### config.mk
export PLATFORM = sky130hd
export DESIGN_NAME = pe_tap_sequencer
export DESIGN_NICKNAME = d
export VERILOG_FILES = /design/src/rtl/pe_tap_sequencer.sv
export SDC_FILE = /design/constraint.sdc
export NUM_CORES = 1
export LEC_CHECK = 0
export ABC_AREA = 1
export CAP_MARGIN = 15
export CORE_UTILIZATION = 46
export CTS_CLUSTER_DIAMETER = 30
export CTS_CLUSTER_SIZE = 28
export DETAILED_ROUTE_END_ITERATION = 8
export MAX_ROUTING_LAYER = met4
export PLACE_DENSITY = 0.89
export SLEW_MARGIN = 20
export SYNTH_ARGS = -nofsm -noshare
export SYNTH_HDL_FRONTEND = slang
export SYNTH_SLANG_ARGS = --single-unit
export TNS_END_PERCENT = 30
### constraint.sdc
create_clock -name clk_i -period 1.7 [get_ports clk_i]
set_clock_uncertainty 0.15 [all_clocks]
set_input_delay 0.425 -clock clk_i [delete_from_list [all_inputs] [get_ports clk_i]]
set_output_delay 0.425 -clock clk_i [all_outputs]
set_load 0.02 [all_outputs]
### src/rtl/pe_tap_sequencer.sv
// pe_tap_sequencer: per-window control for the PE filter-buffer mux and MAC.
// For each output window it clears the MAC and steps the tap select across
// TAPS valid ifmap bytes, strobing the MAC enable on each one. It then captures
// the MAC result into a one-entry valid/ready output register. This repeats for
// the programmed number of windows, and done pulses when the job finishes.
//
// Ports:
//   clk_i          clock
//   rst_i          synchronous active-high reset
//   start_i        begin job (sampled only when idle)
//   num_win_i      windows in job, latched on accepted start
//   ifmap_valid_i  ifmap byte present on the MAC operand this cycle
//   ifmap_rd_o     consume ifmap byte (same as mac_en_o)
//   sel_o          tap select to the PE mux
//   mac_en_o       MAC accumulate enable
//   mac_rst_o      MAC accumulator clear
//   mac_out_i      PE MAC result
//   res_valid_o    result available
//   res_data_o     captured result
//   res_ready_i    consumer accepts result
//   busy_o         job in progress
//   done_o         one-cycle completion pulse
module pe_tap_sequencer #(
    parameter int unsigned TAPS  = 16,
    parameter int unsigned SEL_W = 4,
    parameter int unsigned OUT_W = 12,
    parameter int unsigned CNT_W = 8
) (
    input  logic             clk_i,
    input  logic             rst_i,
    input  logic             start_i,
    input  logic [CNT_W-1:0] num_win_i,
    input  logic             ifmap_valid_i,
    output logic             ifmap_rd_o,
    output logic [SEL_W-1:0] sel_o,
    output logic             mac_en_o,
    output logic             mac_rst_o,
    input  logic [OUT_W-1:0] mac_out_i,
    output logic             res_valid_o,
    output logic [OUT_W-1:0] res_data_o,
    input  logic             res_ready_i,
    output logic             busy_o,
    output logic             done_o
);

    typedef enum logic [2:0] {
        StIdle,
        StClear,
        StAccum,
        StSettle,
        StDrain
    } state_e;

    localparam logic [SEL_W-1:0] LastSel = SEL_W'(TAPS - 1);

    state_e           state_q, state_d;
    logic [SEL_W-1:0] sel_q, sel_d;
    logic [CNT_W-1:0] cnt_q, cnt_d;
    logic             res_valid_q, res_valid_d;
    logic [OUT_W-1:0] res_data_q, res_data_d;
    logic             done_q, done_d;
    logic             mac_en, mac_rst, load, pop;

    always_comb begin
        state_d = state_q;
        sel_d   = sel_q;
        cnt_d   = cnt_q;
        done_d  = 1'b0;
        mac_en  = 1'b0;
        mac_rst = 1'b0;
        load    = 1'b0;
        pop     = res_valid_q & res_ready_i;

        unique case (state_q)
            StIdle: begin
                if (start_i) begin
                    if (num_win_i != '0) begin
                        cnt_d   = num_win_i;
                        state_d = StClear;
                    end else begin
                        // Empty job: acknowledge immediately, never go busy.
                        done_d = 1'b1;
                    end
                end
            end
            StClear: begin
                mac_rst = 1'b1;
                sel_d   = '0;
                state_d = StAccum;
            end
            StAccum: begin
                mac_en = ifmap_valid_i;
                if (ifmap_valid_i) begin
                    if (sel_q == LastSel) begin
                        sel_d   = '0;
                        state_d = StSettle;
                    end else begin
                        sel_d = sel_q + 1'b1;
                    end
                end
            end
            StSettle: begin
                // Load when the result slot is free or drains on this same edge.
                if (!res_valid_q || res_ready_i) begin
                    load    = 1'b1;
                    cnt_d   = cnt_q - CNT_W'(1);
                    state_d = (cnt_q != CNT_W'(1)) ? StClear : StDrain;
                end
            end
            StDrain: begin
                if (pop) begin
                    state_d = StIdle;
                    done_d  = 1'b1;
                end
            end
            default: state_d = StIdle;
        endcase

        res_valid_d = load | (res_valid_q & ~res_ready_i);
        res_data_d  = load ? mac_out_i : res_data_q;
    end

    always_ff @(posedge clk_i) begin
        if (rst_i) begin
            state_q     <= StIdle;
            sel_q       <= '0;
            cnt_q       <= '0;
            res_valid_q <= 1'b0;
            res_data_q  <= '0;
            done_q      <= 1'b0;
        end else begin
            state_q     <= state_d;
            sel_q       <= sel_d;
            cnt_q       <= cnt_d;
            res_valid_q <= res_valid_d;
            res_data_q  <= res_data_d;
            done_q      <= done_d;
        end
    end

    assign sel_o       = sel_q;
    assign mac_en_o    = mac_en;
    assign ifmap_rd_o  = mac_en;
    assign mac_rst_o   = mac_rst;
    assign res_valid_o = res_valid_q;
    assign res_data_o  = res_data_q;
    assign busy_o      = (state_q != StIdle);
    assign done_o      = done_q;

endmodule

Word level (Yosys, flattened, before mapping)
Index checks and enable logic that the tools add are counted.
{ "word_totals": {"reg_bits": 29, "output_inout_bits": 22} }
{ "classes": {"add_sub_neg": 2, "eq_ne": 12, "n_mux": 23, "bitwise": 4, "reduce_logical": 10} }
{ "ops": {"columns": ["operator", "n"], "rows": [
  ["two-way mux 8 bit", 3],
  ["two-way mux 3 bit", 7],
  ["one-hot mux 8 bit (2 select lines)", 1],
  ["one-hot mux 3 bit (5 select lines)", 1],
  ["!= test 2 bit (second input constant)", 6],
  ["two-way mux 4 bit", 2],
  ["!= test 8 x 1 -> 1 bit (second input constant)", 1],
  ["one-hot mux 4 bit (2 select lines)", 1],
  ["nonzero test 8 bit", 1],
  ["subtractor 8 x 1 -> 8 bit (second input constant)", 1],
  ["two-way mux 1 bit", 7],
  ["== test 3 x 2 -> 1 bit (second input constant)", 2],
  ["AND reduction 6 bit", 1],
  ["adder 4 x 1 -> 4 bit (second input constant)", 1],
  ["== test 4 bit (second input constant)", 1],
  ["AND reduction 4 bit", 1],
  ["nonzero test 2 bit", 2],
  ["== test 3 x 1 -> 1 bit (second input constant)", 1],
  ["== test 3 bit (second input constant)", 1],
  ["zero test 3 bit", 1],
  ["nonzero test 3 bit", 1],
  ["AND 1 bit", 2],
  ["one-hot mux 1 bit (2 select lines)", 1],
  ["AND reduction 2 bit", 1],
  ["other kinds (4)", 4]
]} }

Longest topological paths before layout
Gate-level depths: netlist (run 1).
{ "logic_depth": {"word_depth": 5, "ltp_mapped": 10, "mapped_depth_nobuf": 10} }

Worst setup path after synthesis (run 1)
Ideal clock, no wire load.
{ "synth_timing": {"path_kind": "reg2out", "startpoint": "register state_q[0]", "endpoint": "output port mac_en_o", "arrival_time_ps": 1148, "required_ps": 1125, "setup_slack_ps": -23, "path_stages_with_launch": 5, "path_buffers": 1, "path_cell_list": "dfxtp_1 > nor2_1 > nand2_1 > nor2_1 > buf_4"} }
{ "synth_via": {"elab_chain_cells": 2} }
{ "synth_rtl": {"columns": ["element", "line_no", "text"], "rows": [
  ["from (decl)", "56", "state_e state_q, state_d;"],
  ["from (signal assigned)", "125", "state_q <= StIdle;"],
  ["from (signal assigned)", "132", "state_q <= state_d;"],
  ["== test 3 x 2 -> 1 bit", "74", "unique case (state_q)"],
  ["two-way mux 1 bit", "74", null],
  ["to (decl)", "36", "output logic mac_en_o,"]
]} }
No other way between the ends.

Worst setup path in the final report (run 1)
{ "layout_timing": {"startpoint": "input port ifmap_valid_i", "endpoint": "output port ifmap_rd_o"} }
{ "layout_via": {"elab_chain_cells": 1} }
{ "layout_rtl": {"columns": ["element", "line_no", "text"], "rows": [
  ["from (decl)", "33", "input logic ifmap_valid_i,"],
  ["two-way mux 1 bit", "74", null],
  ["to (decl)", "34", "output logic ifmap_rd_o,"]
]} }
No other way between the ends.

==> results of run 1 <==
worst min path at each step:
| stage | start | endpoint | slack [ns] |
|---|---|---|---|
| 4_1_cts | res_data_o[8]$_SDFFE_PP0P_ | res_data_o[8]$_SDFFE_PP0P_ | 0.35 |
| 5_1_grt | res_data_o[4]$_SDFFE_PP0P_ | res_data_o[4]$_SDFFE_PP0P_ | 0.36 |
| 3_5_place_dp | res_data_o[1]$_SDFFE_PP0P_ | res_data_o[1]$_SDFFE_PP0P_ | 0.33 |
| 3_3_place_gp | res_data_o[9]$_SDFFE_PP0P_ | res_data_o[9]$_SDFFE_PP0P_ | 0.31 |
| 2_1_floorplan | cnt_q[7]$_SDFFE_PP0P_ | cnt_q[7]$_SDFFE_PP0P_ | 0.32 |
| 6_report | res_data_o[1]$_SDFFE_PP0P_ | res_data_o[1]$_SDFFE_PP0P_ | 0.34 |
state kept, by name, indices dropped and copies added (netlist names):
signal and count:
cnt_q 8, state_q 3, res_data_o 12, sel_o 4, res_valid_o 1, done_o 1
tightest hold or removal path: cells and delay by family, from the launching register on:
| family | cells | cell delay (ns) |
|---|---|---|
| flops | 1 | 0.34 |
| simple gates | 2 | 0.13 |
synth_stat cells:
cell / n / area share (%)
inv_1: 25 / 6.1
dfxtp_1: 29 / 38
a21oi_2: 1 / 0.57
buf_4: 1 / 0.49
buf_2: 3 / 0.97
o22ai_1: 1 / 0.40
nand3_1: 16 / 5.2
inv_4: 1 / 0.40
inv_2: 2 / 0.49
and3_1: 1 / 0.40
o21ai_1: 2 / 0.65
nand4_1: 3 / 1.2
xor2_1: 1 / 0.57
nand3_2: 2 / 1.3
nand2_2: 2 / 0.81
ha_1: 3 / 2.4
nor2_1: 52 / 13
nand2_1: 59 / 14
a211oi_1: 1 / 0.49
clkbuf_1: 2 / 0.49
buf_6: 1 / 0.73
a21oi_1: 13 / 4.2
o21ai_0: 17 / 5.5
nand2_4: 1 / 0.73
nor3_1: 1 / 0.32
o21ai_2: 1 / 0.57
mux2i_1: 1 / 0.65
per-layer routing:
layer | vias to the layer above | wire length [um]
met2 | 57 | 1872
met5 | - | 0
met3 | 8 | 254
met1 | 763 | 1721
li1 | 907 | -
met4 | 0 | 69
report_power, final:
group / internal, mW / switching (mW)
Clock: 0.349 / 0.254
Sequential: 0.833 / 0.143
Combinational: 0.664 / 0.926
Total: 1.85 / 1.32
stage by stage:
| step | area (um^2) | setup slack, ns | TNS (ns) |
|---|---|---|---|
| 2_1_floorplan | 1550 | 0.09079 | 0 |
| 3_3_place_gp | 2205 | -0.5107 | -5.379 |
| 3_5_place_dp | 2205 | -0.5626 | -5.937 |
| 4_1_cts | 2277 | -0.09957 | -0.1951 |
| 5_1_grt | 2306 | -0.1051 | -0.6020 |
| 6_report | 2306 | -0.06228 | -0.1668 |
kinds of logic after synthesis:
logic type	Yosys count	share of synthesized area, %
muxes	1	0.6468
buffers and inverters	35	9.621
xor gates and xnor gates	1	0.5660
adders and majority gates	3	2.425
DFF	29	37.51
and+or+nand+nor	137	36.86
AOI/OAI and AO/OA	36	12.37
final cells by class:
cell class	count	share of cell area, %
repair buffers	70	27.02
inverters	28	4.775
multi-input cells	178	36.68
clock buffers	6	2.225
clock inverters	2	1.628
flip-flops and latches	29	25.28
well taps	44	2.387
timing repair:
action / 4_1_cts / 5_1_grt
gates cloned: 0 / 0
resized for setup: 43 / 11
setup endpoints to repair: 27 / 17
pin swaps: 0 / 1
==> run_results.csv, run 1 <==
group,metric,value,unit
run_status,status,"complete, but fails checks",
run_status,failed_checks,"negative setup slack",
critical_path,ff2ff_path_depth,12,
power_and_ir_drop,power_density,1374,nW/um^2
clock_tree,cts_buffer_depth,2,
critical_path,critPathMaxStageDelay,0.45,ns
final_layout,fillers,252,
hold_path,hold_depth,2,
final_layout,fin_nets,340,
floorplanning,dieArea,3601,um^2
clock_tree,cts_buffers,5,
global_route,grt_max_degree,17,
synth,synth_area,1548,um^2
final_layout,seqCellArea,583.1,um^2
timing,whs,0.3403,ns
synth,synth_cell_types,27,
final_layout,diodes,0,
drt,wl,3918,um
place,dp_cells,349,
clock_tree,clk_pin_slew,0.10,ns
synth,ys_warn_count,0,
critical_path,crit_required,1.12,ns
synth,synth_seq_cells,29,
clock_tree,htreeDepth,2,
clock_tree,clock_latency,0.33,ns
global_route,grt_overflow,0,
critical_path,startpoint,"ifmap_valid_i",
global_route,antenna_found_initial,0,
floorplanning,fp.dieH,60.01,um
synth,yosysSeqAreaShare,37.51,%
global_route,gr-usage-met3,8.225,%
power_and_ir_drop,totalPowerFinal,3.170,mW
final_layout,final_util,73.72,%
critical_path,path_class,"primary input to output port",
clock_tree,post_cts.repair.setup_buffers,0,
critical_path,crit_arrival,1.19,ns
critical_path,worst-r2r-setup-slack,0.04,ns
timing,rsz0062_at_grt,"true",
drt,drtPass1Iterations,4,
drt,drc,0,
place,portBuffers,46,
critical_path,crit_family,"buffers and inverters",
critical_path,path_cells,"clkdlybuf4s50_1 > inv_1 > nor2_4 > buf_6",
global_route,use_met2,42.38,%
critical_path,cpMaxStageDelayCell,"clkdlybuf4s50_1",
global_route,grt.busiest_layer,"met2",
global_route,track_usage,25.68,%
timing,setup_violations,4,
synth,avgSynthCellArea,6.396,um^2
critical_path,r2r_end,"state_q[2]$_SDFFE_PP0P_",
timing,fin_ws,-0.06228,ns
critical_path,crit_path_end_kind,"output port",
critical_path,crit_path_max_fanout,2,
final_layout,fin_cells,357,
floorplanning,row_count,20,
timing,finalHoldViolCount,0,
synth,syn_nets,270,
global_route,grt_pass1_vias,1615,
floorplanning,boundaryPins,47,
hold_path,hold_path_class,"flop to flop",
critical_path,path_depth,4,
drt,wire_per_inst,10.97,um
final_layout,multi_input_area,845.8,um^2
drt,ant_nets,0,
power_and_ir_drop,p_leak,1.119,nW
floorplanning,initial_core_util,49.48,%
critical_path,worstSetupStartpointType,"primary input",
place,place_congestion,0.9545,
timing,slew_headroom,80.74,%
critical_path,cp-endpoint,"ifmap_rd_o",
drt,via_count,1735,
power_and_ir_drop,vdd_drop_max,0.7951,mV
drt,vias_per_cell,4.860,
global_route,grt_pass1_wl,6617,um
job,cap_violations,0,
final_layout,syn2layout_area_growth,48.99,%
clock_tree,ctsRootBufferMaster,"clkbuf_4",
critical_path,worstReg2RegStart,"state_q[0]$_SDFFE_PP0P_",
timing,drv_slew,0,
timing,max_freq,567.4,MHz
clock_tree,cts_sinks,29,
floorplanning,core,3128,um^2
critical_path,cp_num_buf_inv,3,
final_layout,layout_common_cells,"nand2_1 (57), nor2_1 (50), dfxtp_1 (27)",
synth,syn-instance-count,242,
clock_tree,cts_tree,"built",
timing,period_share,103.7,%
place,dp_hpwl,3000,um
floorplanning,fp.dieW,60.01,um
final_layout,final_common_cell,"nand2_1",
drt,drtIter0Drc,77,
global_route,use_met1,28.95,%
clock_tree,holdBufCountCts,0,
final_layout,drive_gt1_share,16.93,%
timing,fin_crit,1.762,ns
timing,worstMarginPinSlew,0.2888,ns
(Power assumes the default switching activity.)
==> run 2: changes to the inputs <==
--- a/config.mk
+++ b/config.mk
@@ -10,5 +10,5 @@
 export CORE_UTILIZATION = 46
 export CTS_CLUSTER_DIAMETER = 30
-export CTS_CLUSTER_SIZE = 28
+export CTS_CLUSTER_SIZE = 12
 export DETAILED_ROUTE_END_ITERATION = 8
 export MAX_ROUTING_LAYER = met4
--- a/constraint.sdc
+++ b/constraint.sdc
@@ -3,3 +3,3 @@
 set_input_delay 0.425 -clock clk_i [delete_from_list [all_inputs] [get_ports clk_i]]
 set_output_delay 0.425 -clock clk_i [all_outputs]
-set_load 0.02 [all_outputs]
+set_load 0.005 [all_outputs]
==> run_results.csv, run 2 (synthesis gave the netlist of run 1 again) <==
group,metric,value,unit
clock_tree,cts_buffers,5,
critical_path,cpMaxStageDelayCell,"clkdlybuf4s50_1",
critical_path,path_cells,"clkdlybuf4s50_1 > nor2_2 > inv_1 > nand2_4 > nand2_2 > nand3_4 > buf_12 > o21ai_1 > a21oi_2",
run_status,status,"complete, no violations",
floorplanning,initial_core_util,49.48,%
floorplanning,row_count,20,
clock_tree,clk_pin_slew,0.10,ns
drt,drc,0,
floorplanning,dieArea,3601,um^2
critical_path,crit_path_max_fanout,5,
timing,period_share,98.64,%
power_and_ir_drop,switching_power,1.358,mW
hold_path,hold_path_class,"flop to flop",
floorplanning,boundaryPins,47,
power_and_ir_drop,intPower,1.941,mW
final_layout,fin_nets,345,
final_layout,seqCellArea,598.1,um^2
final_layout,largest_reg_flops,12,
power_and_ir_drop,p_leak,1.191,nW
timing,fin_crit,1.677,ns
final_layout,final_util,76.84,%
critical_path,crit_family,"buffers and inverters",
place,place_congestion,0.9692,
timing,max_freq,596.4,MHz
power_and_ir_drop,totalPowerFinal,3.299,mW
final_layout,fillers,239,
clock_tree,cts_buffer_depth,2,
critical_path,crit_required,1.77,ns
global_route,grt_pass1_vias,1655,
power_and_ir_drop,power_frac_clock,18.5,%
critical_path,critPathMaxStageDelay,0.53,ns
final_layout,drive_gt1_share,24.53,%
critical_path,worstSetupStartpointType,"primary input",
drt,wire_per_inst,12.55,um
power_and_ir_drop,pwr-share-seq,29.5,%
job,cap_violations,0,
place,portBuffers,46,
timing,drv_slew,0,
final_layout,multi_input_area,874.6,um^2
global_route,antenna_found_initial,0,
drt,wl,4542,um
drt,vias_per_cell,5.149,
timing,setup_violations,0,
timing,slew_headroom,80.13,%
floorplanning,fp.dieH,60.01,um
timing,worstMarginPinSlew,0.2980,ns
critical_path,crit_path_end_kind,"flop",
final_layout,syn2layout_area_growth,55.30,%
floorplanning,core,3128,um^2
power_and_ir_drop,vdd_drop_max,0.6718,mV
clock_tree,ctsRootBufferMaster,"clkbuf_4",
clock_tree,clock_latency,0.33,ns
critical_path,cp_num_buf_inv,3,
global_route,grt_overflow,0,
drt,drtIter0Drc,103,
power_and_ir_drop,power_frac_comb,52.0,%
clock_tree,cts_sinks,29,
final_layout,final_common_cell,"nand2_1",
place,dp_hpwl,2958,um
clock_tree,holdBufCountCts,0,
timing,rsz0062_at_grt,"true",
final_layout,diodes,0,
timing,finalHoldViolCount,0,
critical_path,crit_arrival,1.75,ns
clock_tree,htreeDepth,2,
clock_tree,cts_tree,"built",
global_route,track_usage,25.48,%
critical_path,worst-r2r-setup-slack,0.03,ns
floorplanning,fp.dieW,60.01,um
drt,drtPass1Iterations,4,
global_route,grt_pass1_wl,6617,um
final_layout,layout_common_cells,"nand2_1 (57), nor2_1 (45), inv_1 (24), buf_4 (24), clkdlybuf4s50_1 (23)",
global_route,grt_max_degree,20,
drt,via_count,1864,
critical_path,path_class,"primary input to flop",
drt,ant_nets,0,
power_and_ir_drop,power_density,1373,nW/um^2
power_and_ir_drop,switching_share,41.17,%
run 2: changes by cell type in the layout (fill, tap and decap cells not counted), sizes merged:
| cell | before | now |
|---|---|---|
| clkdlybuf4s50 | 24 | 23 |
| buf | 28 | 32 |
| dlymetal6s2s | 0 | 1 |
| clkbuf | 6 | 7 |
| clkdlybuf4s15 | 3 | 0 |
| dlygate4sd2 | 15 | 18 |
run 2: worst paths after layout:
kind / cells after the start / startpoint / endpoint
setup / recovery: 9 / res_ready_i / cnt_q[1]$_SDFFE_PP0P_
hold / removal: 2 / res_data_o[11]$_SDFFE_PP0P_ / res_data_o[11]$_SDFFE_PP0P_
setup reg to reg: 11 / state_q[2]$_SDFFE_PP0P_ / cnt_q[1]$_SDFFE_PP0P_
hold reg to reg: 2 / res_data_o[11]$_SDFFE_PP0P_ / res_data_o[11]$_SDFFE_PP0P_
run 2: layout make-up:
type | count | share of cell area (%)
tap | 44 | 2.290
inverter | 28 | 4.685
multi-input combinational | 178 | 36.39
clock inverter | 2 | 1.562
clock buffer | 6 | 2.134
timing repair buffer | 75 | 28.06
sequential | 29 | 24.88
run 2: layer usage:
layer	global-route usage (%)	part of all wire, %
met1	29.58	40
met2	41.90	47
met3	6.926	10
met4	9.302	3.6
met5	-	0
run 2: per-stage QoR:
stage | setup WS (ns) | area, um^2 | hold WS, ns | TNS [ns] | std cells
3_5_place_dp | -0.4385 | 2185 | 0.3262 | -8.035 | 345
3_3_place_gp | -0.4205 | 2185 | 0.3113 | -7.023 | 345
4_1_cts | -0.06055 | 2310 | 0.3369 | -0.06239 | 357
5_1_grt | -0.02644 | 2404 | 0.3623 | -0.1249 | 362
2_1_floorplan | 0.2453 | 1548 | 0.3196 | 0 | 242
6_report | 0.02320 | 2404 | 0.3336 | 0 | 362
run 2: timing repair:
action | CTS | global route
endpoints found under the setup margin | 27 | 20
resized for setup | 54 | 16
buffers inserted | 4 | 5
pin swaps | 2 | 5
hold endpoints to repair | 0 | 0
run 2: worst min-delay path, delay by kind of cell (launching register included):
| family | cells | cell delay [ns] |
|---|---|---|
| flops | 1 | 0.33 |
| simple gates | 2 | 0.12 |
run 2: power by group through the flow:
stage	combinational, mW	clock [mW]	sequential [mW]
floorplan	0.913	0	0.963
global placement	1.37	0	0.961
detailed placement	1.43	0	0.967
CTS	1.46	0.612	0.959
global route	1.88	0.646	0.986
finish	1.72	0.611	0.972
